**config.mk**
```make
export PLATFORM = sky130hd
export DESIGN_NAME = coretest_host
export DESIGN_NICKNAME = d
export VERILOG_FILES = /design/src/rtl/coretest_host.sv
export SDC_FILE = /design/constraint.sdc
export NUM_CORES = 1
export LEC_CHECK = 0
export BUFFER_PORTS_ARGS = -buffer_cell sky130_fd_sc_hd__clkbuf_2
export CORE_MARGIN = 2
export CORE_UTILIZATION = 55
export CTS_CLUSTER_DIAMETER = 80
export DETAILED_ROUTE_END_ITERATION = 6
export PLACE_DENSITY = 0.77
export REMOVE_ABC_BUFFERS = 1
export SYNTH_ARGS = -nofsm -noshare
export SYNTH_HDL_FRONTEND = slang
export SYNTH_SLANG_ARGS = --single-unit
```
**constraint.sdc**
```tcl
create_clock -name clk -period 7.21 [get_ports clk]
set_input_delay 0.3605 -clock clk [delete_from_list [all_inputs] [get_ports clk]]
set_output_delay 0.3605 -clock clk [all_outputs]
set_load 0.05 [all_outputs]
```
**src/rtl/coretest_host.sv**
```systemverilog
// coretest_host: host-side initiator that frames read/write/reset requests for a coretest peer and parses the reply.
module coretest_host #(
    parameter logic [31:0] TIMEOUT_CYCLES = 32'd1_000_000
) (
    input  logic        clk,
    input  logic        reset_n,
    input  logic        start,
    input  logic [1:0]  cmd,
    input  logic [15:0] address,
    input  logic [31:0] write_data,
    output logic        busy,
    output logic        done,
    output logic        error,
    output logic [7:0]  resp_code,
    output logic [31:0] read_data,
    output logic        tx_syn,
    output logic [7:0]  tx_data,
    input  logic        tx_ack,
    input  logic        rx_syn,
    input  logic [7:0]  rx_data,
    output logic        rx_ack
);
    typedef enum logic [2:0] {IDLE, SEND, SGAP, RECV, RGAP, DONE} state_t;

    state_t      state, state_nxt;
    logic [1:0]  cmd_q;
    logic [15:0] addr_q;
    logic [31:0] wdata_q;
    logic [31:0] rbuf;
    logic [31:0] tcnt;
    logic [3:0]  idx;
    logic [3:0]  rlen;
    logic        last;
    logic [7:0]  cmd_byte;
    logic [7:0]  ok_code;
    logic [7:0]  tx_byte;
    logic [3:0]  tx_len;
    logic [3:0]  rsp_len;
    logic        rx_take;
    logic        timeout;

    always_comb begin
        cmd_byte = cmd_q == 2'b00 ? 8'h10 : cmd_q == 2'b01 ? 8'h11 : cmd_q == 2'b10 ? 8'h01 : 8'hFF;
        ok_code  = cmd_q == 2'b00 ? 8'h7F : cmd_q == 2'b01 ? 8'h7E : cmd_q == 2'b10 ? 8'h7D : 8'h00;
        tx_len   = cmd_q == 2'b00 ? 4'd5 : cmd_q == 2'b01 ? 4'd9 : 4'd3;
        tx_byte  = idx == 4'd0 ? 8'h55 :
                   idx == 4'd1 ? cmd_byte :
                   idx == tx_len - 4'd1 ? 8'hAA :
                   idx == 4'd2 ? addr_q[15:8] :
                   idx == 4'd3 ? addr_q[7:0] :
                   idx == 4'd4 ? wdata_q[31:24] :
                   idx == 4'd5 ? wdata_q[23:16] :
                   idx == 4'd6 ? wdata_q[15:8] : wdata_q[7:0];
        // A zero length marks an unknown response code
        rsp_len  = rx_data == 8'h7F ? 4'd9 :
                   rx_data == 8'h7E ? 4'd5 :
                   rx_data == 8'h7D ? 4'd3 :
                   (rx_data == 8'hFE || rx_data == 8'hFD) ? 4'd4 : 4'd0;
    end

    assign rx_take = state == RECV && rx_syn;
    assign timeout = ((state == SEND && !tx_ack) || (state == RECV && !rx_syn))
                     && tcnt == TIMEOUT_CYCLES - 32'd1;
    assign busy    = state == SEND || state == SGAP || state == RECV || state == RGAP;
    assign done    = state == DONE;
    assign tx_syn  = state == SEND;
    assign tx_data = tx_syn ? tx_byte : 8'h00;

    always_ff @(posedge clk or negedge reset_n)
        if (!reset_n) state <= IDLE;
        else          state <= state_nxt;

    always_comb begin
        state_nxt = state;
        unique case (state)
            IDLE: state_nxt = start ? SEND : IDLE;
            SEND: state_nxt = timeout ? DONE : tx_ack ? SGAP : SEND;
            SGAP: state_nxt = idx == tx_len - 4'd1 ? RECV : SEND;
            RECV: state_nxt = rx_syn ? RGAP : timeout ? DONE : RECV;
            RGAP: state_nxt = last ? DONE : RECV;
            DONE: state_nxt = IDLE;
            default: state_nxt = IDLE;
        endcase
    end

    always_ff @(posedge clk or negedge reset_n)
        if (!reset_n) begin
            cmd_q     <= '0;
            addr_q    <= '0;
            wdata_q   <= '0;
            rbuf      <= '0;
            tcnt      <= '0;
            idx       <= '0;
            rlen      <= '0;
            last      <= 1'b0;
            error     <= 1'b0;
            resp_code <= '0;
            read_data <= '0;
            rx_ack    <= 1'b0;
        end else begin
            tcnt   <= (state_nxt != state || state == IDLE) ? 32'd0 : tcnt + 32'd1;
            rx_ack <= rx_take;
            if (state == IDLE && start) begin
                cmd_q     <= cmd;
                addr_q    <= address;
                wdata_q   <= write_data;
                error     <= 1'b0;
                resp_code <= '0;
                idx       <= '0;
                last      <= 1'b0;
            end
            if (state == SGAP)
                idx <= idx == tx_len - 4'd1 ? 4'd0 : idx + 4'd1;
            if (timeout) begin
                error     <= 1'b1;
                resp_code <= '0;
            end
            // Bad SOR and unknown codes make the current byte the last one
            if (rx_take) begin
                idx <= idx + 4'd1;
                if (idx == 4'd0) begin
                    last <= rx_data != 8'hAA;
                    if (rx_data != 8'hAA) begin
                        error     <= 1'b1;
                        resp_code <= '0;
                    end
                end else if (idx == 4'd1) begin
                    resp_code <= rx_data;
                    rlen      <= rsp_len;
                    last      <= rsp_len == 4'd0;
                    if (rx_data != ok_code || rsp_len == 4'd0) error <= 1'b1;
                end else begin
                    last <= idx == rlen - 4'd1;
                    if (idx == rlen - 4'd1) begin
                        if (rx_data != 8'h55) error <= 1'b1;
                        else if (!error && resp_code == 8'h7F) read_data <= rbuf;
                    end else if ((resp_code == 8'h7F || resp_code == 8'h7E) && idx < 4'd4) begin
                        if (rx_data != (idx == 4'd2 ? addr_q[15:8] : addr_q[7:0])) error <= 1'b1;
                    end else if (resp_code == 8'h7F) begin
                        rbuf <= {rbuf[23:0], rx_data};
                    end
                end
            end
        end
endmodule

```
==> results.md <==
- In this run, CTS created clock tree buffers numbering 17.
- The share of synthesized area in the top cell type comes to 0.509.
- Between clock sinks in the finished design, the worst skew comes to 7.91 ps.
- The count of endpoints failing hold in the final timing report came to 0.
- TritonCTS built the clock tree.
- The per-cell routed wire length is 17.4 µm.
- The footprint of the multi-input gates is 3730 µm².
- The maximum frequency from static timing analysis is 291 MHz.
- The wire length of the first global-routing pass is 30200 µm.
- Setup slack closes at 3780 ps.
- The critical path is of the register to output port type.
- After the last flow step, the layout net total stands at 908.
- Data on the critical path is required at its endpoint by 6850 ps.
- For this design, the slowest cell found on the critical path is or3b_1.
- The cell sitting at the root of the clock tree is a clkbuf_16.
- The run finished with clean final reports.
- The number of max-slew violations in the final report is 0.
- The total power density per cell area is 342 nW/µm².
- The floorplan step defined a core boundary enclosing 14600 µm².
- The storage element area is 4200 µm².
- The number of top-level pins is 116.
- The overall overflow remaining after global route is 0.
- The endpoint type of the worst setup path is an output port.
- The worst register-to-register path begins at idx[1]$_DFFE_PN0P_.
- The synthesized design contains 168 register bits.
- The placed cell count is 1004.
- The final route contains 6036 vias.
- The source of the critical timing path is idx[0]$_DFFE_PN0P_.
- In this run the cell area of the synthesized design comes to 8260 µm².
- Summed over all layers, the routed wires come to 18000 µm.
- Setup repair after global routing left no endpoint under its margin.
- The post-synthesis to final-layout area growth is 15.2%.
- The final standard cell count with taps included and fillers excluded is 1036.
- The most used flip-flop cell after synthesis is dfrtp_1.
- The starting density of the core is 0.566.
- The number of detailed-route iterations in the first pass is 5.
- By count the netlist is led by 168 x dfrtp_1, 73 x mux2_2, 56 x nand2_1, 50 x nor2_1, 41 x o21ai_0.
- In this run, synthesis inferred 0 flip-flops with an integrated enable.
- The antenna diode count is 0.
- In the routed design, unresolved DRC markers number 0.
- After detailed routing, the number of vias per cell comes to 5.83.
- The floorplan step defined a die boundary enclosing 16000 µm².
- The fraction of layout cells with a size suffix above 1 is 0.312.
- By area the synthesized netlist is led by dfrtp_1 51%, mux2_2 9.9%, mux2_4 5.5%, xor2_1 3.2%, nand2_1 2.5%.
- The number of global-route vias before repair is 6048.
- The number of buffer and inverter stages on the critical path is 2.
- In the finished design, the share of the clock period the worst path needs comes to 0.476.
- The worst path in the final design needs a cycle of 3430 ps, including I/O delays and setup.
- Across the run, the number of max-cap violations was 0.
- Grouping stages by cell kind, the critical path spends the most delay in compound AO/OA/AOI/OAI gates.
- The clock input transition at the sequential cells of the worst setup and hold paths is 60 ps.
- The count of filler cells inserted in the layout is 1115.
- After technology mapping, the gate count stands at 745.
- The most area-hungry cell type in the Yosys netlist is dfrtp_1.
- The pre-CTS setup slack is 3900 ps.
- For the worst-skew pair, the clock arrives at the later sink with an insertion delay of 420 ps.
- The reg-to-reg setup timing slack is 3860 ps.
- The worst setup path is launched from a register.
- The maximum ir drop on the vdd rail is 0.188 mV.
- Summed over all cells, the static leakage comes to 0.00456 µW.
- The die is 127 µm tall.
- The share of the core filled with cells in the final layout is 0.653.
- The warning count from the yosys run is 0.
- For this run, the slowest stage of the critical path takes 530 ps.
- The iteration-0 DRC count of the detailed router is 540.
- In this run the deepest clock path goes through 2 buffers.
- The average cell area after synthesis is 11.1 µm².
- For this design, the CTS-stage hold fixing added 0 buffers.
- The global-route usage over all layers is 0.234.
- The initial antenna violation count is 0.
- The number of buffer cells added on primary ports is 115.
- The final setup violation count is 0.
- dfrtp_1 is the most common cell in the netlist.
- For this run, the register share of the synthesized area comes to 0.509.
- The post-cts repair resize count is 0.
- The tightest min-delay check is of the input pin to async pin type.
- The floorplan row count is 44.
- The worst path arrival time is 3070 ps.
- In this run the post-CTS setup repair buffer count came out at 0.
- In this run the tightest slew margin relative to its limit is 0.305.
- The horizontal die dimension is 127 µm.
- The tree built by TritonCTS fans out to 168 sinks.
- Walking the worst path, the cells encountered are inv_1, ha_1, or3b_1, o21ai_0, a31oi_1, o21ai_0, a31oi_1, clkbuf_2.
- The number of H-tree levels is 4.
- In this run the remaining antenna-violating nets after routing total 0.
- The peak fanout along the critical path is 18.
- The total half-perimeter wirelength after legalization and detailed placement is 12500 µm.
- The synthesized netlist contains 60 unique library cells.
- For the pin with the worst max-slew slack, the measured transition is 1040 ps.
- The weighted congestion at the end of routability-driven global placement is 0.905.
- The largest net degree at the start of global routing is 100.
- The async set-or-reset flop fraction in the synthesized netlist is 1.00.
## per-stage QoR
stage | setup TNS, ps | hold WS (ps) | instance area, µm² | total power, µW
after floorplan | -166 | 64.9 | 8010 | 2010
after global placement | 0 | 462 | 8890 | 2240
after detailed placement | 0 | 484 | 8890 | 2290
after CTS | 0 | 68.2 | 9520 | 3260
after global routing | 0 | 108 | 9520 | 3420
final | 0 | 42.0 | 9520 | 3250
## final timing paths
path | to | cells after the start
max | tx_data[0] | 8
min | read_data[22]$_DFFE_PN0P_ | 1
max reg2reg | read_data[31]$_DFFE_PN0P_ | 7
min reg2reg | read_data[0]$_DFFE_PN0P_ | 1
max in group asynchronous | state[2]$_DFF_PN0_ | 2
min in group clk | wdata_q[10]$_DFFE_PN0P_ | 3
## flip-flops by register name, summed over array words and instances (netlist names), 3 cells and up
register	flops
tcnt	32
rlen	4
state	3
idx	4
resp_code	8
rbuf	32
read_data	32
wdata_q	32
addr_q	16
## power breakdown
part	total, µW	switching, µW	internal, µW	leakage [µW]
clock	966	367	599	0.000303
sequential	1290	175	1120	0.00222
combinational	995	610	384	0.00204
## metal layers
layer | part of all wire | global-route usage
met5 | 0 | 0
met2 | 0.50 | 0.377
met3 | 0.049 | 0.0426
met1 | 0.43 | 0.319
met4 | 0.022 | 0.0866
## cells by family (layout without fill, tap and decap cells)
logic type	count (synthesis)	count (layout)	share of synthesized area
AND/OR/NAND/NOR	229	229	0.144
flip-flops	168	168	0.509
AO/OA/AOI/OAI	119	119	0.0889
multiplexers	110	110	0.163
buffers and inverters	71	178	0.0416
XOR/XNOR	42	42	0.0454
adder cells (fa/ha/maj)	6	6	0.00908
## placed cells by master (no fill, tap or decap), types with 4 or more instances in the layout
master and instances:
nor3_1 10, buf_4 7, and3_1 11, mux2_2 73
inv_1 24, bufinv_16 4, or3_1 5, ha_1 6
clkbuf_2 114, dfrtp_1 168, clkbuf_16 17, nand4_1 10
mux2_4 30, mux2i_1 5, nor2_1 50, xor2_1 30
o211ai_1 4, o21ai_0 41, xnor2_1 11, nor2b_1 12
a31oi_1 20, nand2b_1 9, and2_1 9, o221ai_1 11
nand3_1 29, nand2_1 56, a21oi_1 22, nor4_1 7
## area by class of cell
type | count | area share
repair buffers | 122 | 0.0666
clock buffers | 21 | 0.0484
inverters | 24 | 0.00946
multi-input cells | 506 | 0.392
flip-flops and latches | 168 | 0.442
clock inverters | 11 | 0.0180
well taps | 184 | 0.0242
No activity file was read; power rests on OpenSTA's default activity.
